File: src/rtl/arith_pkg.sv
// rtl/arith_pkg.sv - shared FSM state encoding for the bit-serial arithmetic blocks
package arith_pkg;

    typedef enum logic [1:0] {
        S_IDLE  = 2'd0,
        S_SHIFT = 2'd1,
        S_DONE  = 2'd2
    } state_t;

endpackage

File: src/rtl/full_subtractor.sv
// rtl/full_subtractor.sv - combinational one-bit full subtractor cell
module full_subtractor (
    input  logic A,
    input  logic B,
    input  logic Borrow_in,
    output logic Diff,
    output logic Borrow_out
);

    logic w_x;
    logic w_gen;
    logic w_prop;

    // Same two-XOR / two-AND / one-OR shape as the adder cell, with inverted AND inputs.
    assign w_x        = A ^ B;
    assign Diff       = w_x ^ Borrow_in;
    assign w_gen      = ~A & B;
    assign w_prop     = ~w_x & Borrow_in;
    assign Borrow_out = w_gen | w_prop;

endmodule

File: src/rtl/serial_subtractor.sv
// rtl/serial_subtractor.sv - LSB-first bit-serial subtractor; SERIAL_SUB_OVERFLOW_EN adds signed overflow
module serial_subtractor
    import arith_pkg::*;
#(
    parameter int WIDTH = 8
) (
    input  logic             Clk,
    input  logic             Rst_n,
    input  logic             In_valid,
    output logic             In_ready,
    input  logic [WIDTH-1:0] A,
    input  logic [WIDTH-1:0] B,
    input  logic             Borrow_in,
    output logic             Out_valid,
    input  logic             Out_ready,
    output logic [WIDTH-1:0] Difference,
    output logic             Borrow_out,
    output logic             Overflow
);

    localparam int CNT_W = $clog2(WIDTH + 1);

    state_t             r_state;
    state_t             w_next;
    logic [WIDTH-1:0]   r_a_sh;
    logic [WIDTH-1:0]   r_b_sh;
    logic [WIDTH-2:0]   r_res;
    logic               r_borrow;
    logic [CNT_W-1:0]   r_cnt;
    logic [WIDTH-1:0]   r_diff;
    logic               r_bout;
    logic               w_d;
    logic               w_c;
    logic               w_accept;
    logic               w_shift;
    logic               w_last;

    full_subtractor u_fs (
        .A          (r_a_sh[0]),
        .B          (r_b_sh[0]),
        .Borrow_in  (r_borrow),
        .Diff       (w_d),
        .Borrow_out (w_c)
    );

    assign w_accept = (r_state == S_IDLE) && In_valid;
    assign w_shift  = (r_state == S_SHIFT);
    assign w_last   = w_shift && (r_cnt == CNT_W'(WIDTH - 1));

    always_ff @(posedge Clk or negedge Rst_n) begin
        if (!Rst_n) begin
            r_state <= S_IDLE;
        end else begin
            r_state <= w_next;
        end
    end

    always_comb begin
        w_next = r_state;
        case (r_state)
            S_IDLE:  if (In_valid)  w_next = S_SHIFT;
            S_SHIFT: if (w_last)    w_next = S_DONE;
            S_DONE:  if (Out_ready) w_next = S_IDLE;
            default:                w_next = S_IDLE;
        endcase
    end

    // In_ready is gated by reset so it reads 0 for the whole time reset is held.
    assign In_ready  = Rst_n && (r_state == S_IDLE);
    assign Out_valid = (r_state == S_DONE);

    always_ff @(posedge Clk or negedge Rst_n) begin
        if (!Rst_n) begin
            r_a_sh   <= '0;
            r_b_sh   <= '0;
            r_res    <= '0;
            r_borrow <= 1'b0;
            r_cnt    <= '0;
            r_diff   <= '0;
            r_bout   <= 1'b0;
        end else if (w_accept) begin
            r_a_sh   <= A;
            r_b_sh   <= B;
            r_borrow <= Borrow_in;
            r_cnt    <= '0;
        end else if (w_shift) begin
            r_a_sh   <= r_a_sh >> 1;
            r_b_sh   <= r_b_sh >> 1;
            r_borrow <= w_c;
            r_res    <= (WIDTH-1)'({w_d, r_res} >> 1);
            r_cnt    <= r_cnt + CNT_W'(1);
            // Result is published only at DONE entry so outputs stay put while shifting.
            if (w_last) begin
                r_diff <= {w_d, r_res};
                r_bout <= w_c;
            end
        end
    end

    assign Difference = r_diff;
    assign Borrow_out = r_bout;

`ifdef SERIAL_SUB_OVERFLOW_EN
    logic r_a_msb;
    logic r_b_msb;
    logic r_ovf;

    // On the last step w_d is the result MSB.
    always_ff @(posedge Clk or negedge Rst_n) begin
        if (!Rst_n) begin
            r_a_msb <= 1'b0;
            r_b_msb <= 1'b0;
            r_ovf   <= 1'b0;
        end else if (w_accept) begin
            r_a_msb <= A[WIDTH-1];
            r_b_msb <= B[WIDTH-1];
        end else if (w_last) begin
            r_ovf   <= (r_a_msb != r_b_msb) && (w_d != r_a_msb);
        end
    end

    assign Overflow = r_ovf;
`else
    assign Overflow = 1'b0;
`endif

endmodule
File: config.mk
export PLATFORM = sky130hd
export DESIGN_NAME = serial_subtractor
export DESIGN_NICKNAME = d
export VERILOG_FILES = /design/src/rtl/arith_pkg.sv /design/src/rtl/full_subtractor.sv /design/src/rtl/serial_subtractor.sv
export SDC_FILE = /design/constraint.sdc
export NUM_CORES = 1
export LEC_CHECK = 0
export BUFFER_PORTS_ARGS = -buffer_cell sky130_fd_sc_hd__buf_4
export CAP_MARGIN = 25
export CELL_PAD_IN_SITES_DETAIL_PLACEMENT = 0
export CELL_PAD_IN_SITES_GLOBAL_PLACEMENT = 1
export CORE_UTILIZATION = 30
export DETAILED_ROUTE_END_ITERATION = 8
export GPL_ROUTABILITY_DRIVEN = 0
export PLACE_DENSITY = 0.63
export RECOVER_POWER = 50
export SLEW_MARGIN = 20
export SYNTH_ARGS = -nofsm -noshare
export SYNTH_HDL_FRONTEND = slang
export SYNTH_HIERARCHICAL = 1
export SYNTH_SLANG_ARGS = --single-unit
File: constraint.sdc
create_clock -name Clk -period 1.65 [get_ports Clk]
set_input_delay 0.165 -clock Clk [delete_from_list [all_inputs] [get_ports Clk]]
set_output_delay 0.165 -clock Clk [all_outputs]
set_load 0.05 [all_outputs]
==> results.md <==
- Cell area after layout: roughly 0.0021 mm²
- Initial DRC count: 51
- Post-Place Setup Slack: 0.04239 ns
- Slowest-stage cell, CP: o21bai_1
- Ys async rst share: 100.0%
- Critical path type: reg2reg
- Post-route ant nets: 0
- Top-count cell post-synth: nand2_1
- CP required: 1.86 ns
- Total gr overflow: 0
- Worst skew pair latency: 0.29 ns
- Crit share post-route: between 90% and 100%
- Critical path cell sequence: o21bai_1, buf_4, nand2_1, o21ai_0
- All-Layer GR Usage: between 10% and 20%
- # IOs: 33
- Unique masters post-synth: 23
- HP Class: in2reg
- Seq cells post-synth: 39
- Pin count of the biggest net entering global routing: 40
- First-pass detailed-route iteration total: 4
- Min cycle time layout: 1.512 ns
- FF-to-FF Start: r_state[0]
- CTS Buf Count: 5
- Post-synthesis sequential area ratio: around 59%
- Post-placement cell count: 257
- Clock transition at the registers of the reported paths: 0.08 ns
- Number of global-route vias before repair: 1,282
- Crit path launch type: flip-flop
- First-pass GRT wire length: 5.899 mm
- Worst Hold Depth: 3
- TritonCTS clock tree: built
- Worst r2r dst: r_cnt[0]
- Leak: roughly 1.0 nW
- Layout area overhead: 28.69%
- Setup TNS: 0 ns
- Final net count: 219
- HPWL Detailed: between 2 and 2.5 mm
- CTS H-tree lvls: 2
- Max IR drop VDD: 771.2 µV
- CTS root buf: clkbuf_8
- Die width: 76.03 µm
- Mean number of vias per cell: 4.577
- Final hold violations: 0
- Status: finished, final reports clean
- Placeable Area: roughly 0.0052 mm²
- Crit. Startpoint: r_state[0]
- Die Ht: 76.03 µm
- Worst EP arrival: 1.72 ns
- Crit. End Element: flip-flop
- Tot Pwr: just over 4 mW
- Layout cells sized above 1: 27.92%
- Startpoint of the worst hold path: B[7]
- Post-DP Area: 0.002003 mm²
- Setup WS post-layout: 0.1383 ns
- WL final: roughly 3.3 mm
- Via Count: around 1,200
- Worst Tran Pin Value: 0.9857 ns
- Initial antenna violation count: 0
- Top-area cell type share of the netlist area: around three fifths
- Die ar.: 0.005781 mm²
- Crit-path max FO: 10
- Clk_skew: 0.006830 ns
- RSZ-0062 raised after global routing: no
- Post-synth top cells: nand2_1 (59), dfrtp_1 (39), a22oi_1 (15)
- Area contributors post-synth: dfrtp_1 (59%), nand2_1 (13%), a22oi_1 (6.8%)
- Syn avg cell area: 10.47 µm²
- PD cells: 1928 mW/mm²
- DR DRC count: 0
- N_diodes: 0
- FILL cells: 543
- Num Clock Sinks: 39
- Synth warnings: 6
- Hold Path End: r_b_sh[7]
- Synth area leader: dfrtp_1
- Slew HR: between 30% and 40%
- Fmax: approximately 660 MHz
- Initial core utilization: approximately a third
- CTS max path bufs: 2
- Port bufs: 31
- Wire per inst: between 10 and 15 µm
- Max Slew Vio Count: 0
- Row Count: 26
- Post-synth EDFFs: 0
- Max-cap viol count: 0
- Critical Path Max Stage Delay: 0.55 ns
- Worst reg-to-reg setup slack: 0.14 ns
- Final cell count without fillers: 267
- Leading register cell type out of synthesis: dfrtp_1
- Worst-case reg-to-reg path depth: 4
- Syn_nets: 180
- Cts repair resizes: 0
- Mapped Area: 0.001644 mm²
- # setup viols final: 0
- Post-Synthesis Cells: 157
state kept, by name, summed over array words and instances (netlist names):
register / flops
r_b_sh: 8
Difference: 8
r_res: 7
r_state: 2
r_borrow: 1
Borrow_out: 1
r_cnt: 4
r_a_sh: 8
through the flow:
stage | hold WS (ns) | utilization [%]
2_1_floorplan | -0.1306 | -
3_3_place_gp | 0.2591 | 38.49
3_5_place_dp | 0.2699 | 38.49
4_1_cts | 0.06036 | 40.67
5_1_grt | 0.07329 | 40.65
6_report | 0.07469 | 40.65
cells in the final DEF, fill, tap and decap left out, drive strengths merged:
| cell | instances |
|---|---|
| o21ai | 5 |
| a22oi | 15 |
| mux2 | 9 |
| inv | 4 |
| mux2i | 1 |
| ha | 1 |
| conb | 1 |
| nor2b | 1 |
| nand2 | 59 |
| clkbuf | 14 |
| buf | 32 |
| nand2b | 3 |
| fa | 1 |
| a21o | 2 |
| dfrtp | 39 |
| clkinvlp | 1 |
| nor3 | 1 |
| and2b | 1 |
| dlygate4sd3 | 1 |
| o21bai | 2 |
| nand4 | 1 |
| nor3b | 3 |
worst max-delay path, delay by kind of cell, from the launching register on:
family / cells / cell delay [ns]
buf+inv: 1 / 0.29
compound gates: 2 / 0.63
simple gates: 1 / 0.06
flops: 1 / 0.45
kinds of logic (layout without fill, tap and decap cells):
kind of cell | after synthesis | after routing | share of synthesized area (%)
AO/OA/AOI/OAI | 24 | 24 | 10.20
multiplexers | 10 | 10 | 6.773
other | 1 | 1 | 0.2281
adder cells (fa/ha/maj) | 2 | 2 | 1.979
AND/OR/NAND/NOR | 69 | 69 | 18.34
buffers and inverters | 12 | 52 | 3.120
flip-flops | 39 | 39 | 59.36
timing repair:
| action | CTS | global route |
|---|---|---|
| hold buffers | 1 | 0 |
| endpoints found under the setup margin | 0 | 9 |
| endpoints found under the hold margin | 39 | 0 |
| buffers inserted | 0 | 1 |
how the worst max path moves through the flow:
stage / to / slack [ns] / cells after the start
after global routing: r_cnt[0] / 0.03 / 4
after detailed placement: Difference[7] / 0.04 / 4
after CTS: Difference[7] / 0.02 / 4
after global placement: Difference[5] / 0.11 / 4
final: r_cnt[0] / 0.14 / 4
after floorplan: Borrow_out / 0.17 / 3
power breakdown:
| group | internal (mW) | switching (mW) | leakage, nW |
|---|---|---|---|
| sequential | 1.38 | 0.266 | 0.490 |
| combinational | 0.644 | 1.08 | 0.508 |
| clock | 0.380 | 0.325 | 0.0505 |
| total | 2.41 | 1.67 | 1.05 |
area by class of cell:
type	count	area, µm²	area share [%]
Sequential cell	39	975.9	46.13
Tap cell	70	87.58	4.140
Multi-Input combinational cell	106	626.9	29.63
Inverter	4	15.01	0.7096
Timing Repair Buffer	40	306.5	14.49
Clock buffer	7	96.34	4.554
Clock inverter	1	7.507	0.3548
metal layers:
layer / wire, µm / global-route usage (%)
met2: 1575 / 21.82
met1: 1485 / 15.88
met4: 27 / 4.038
met3: 179 / 3.952
met5: 0 / 0
Power figures use the tool's default switching activity.
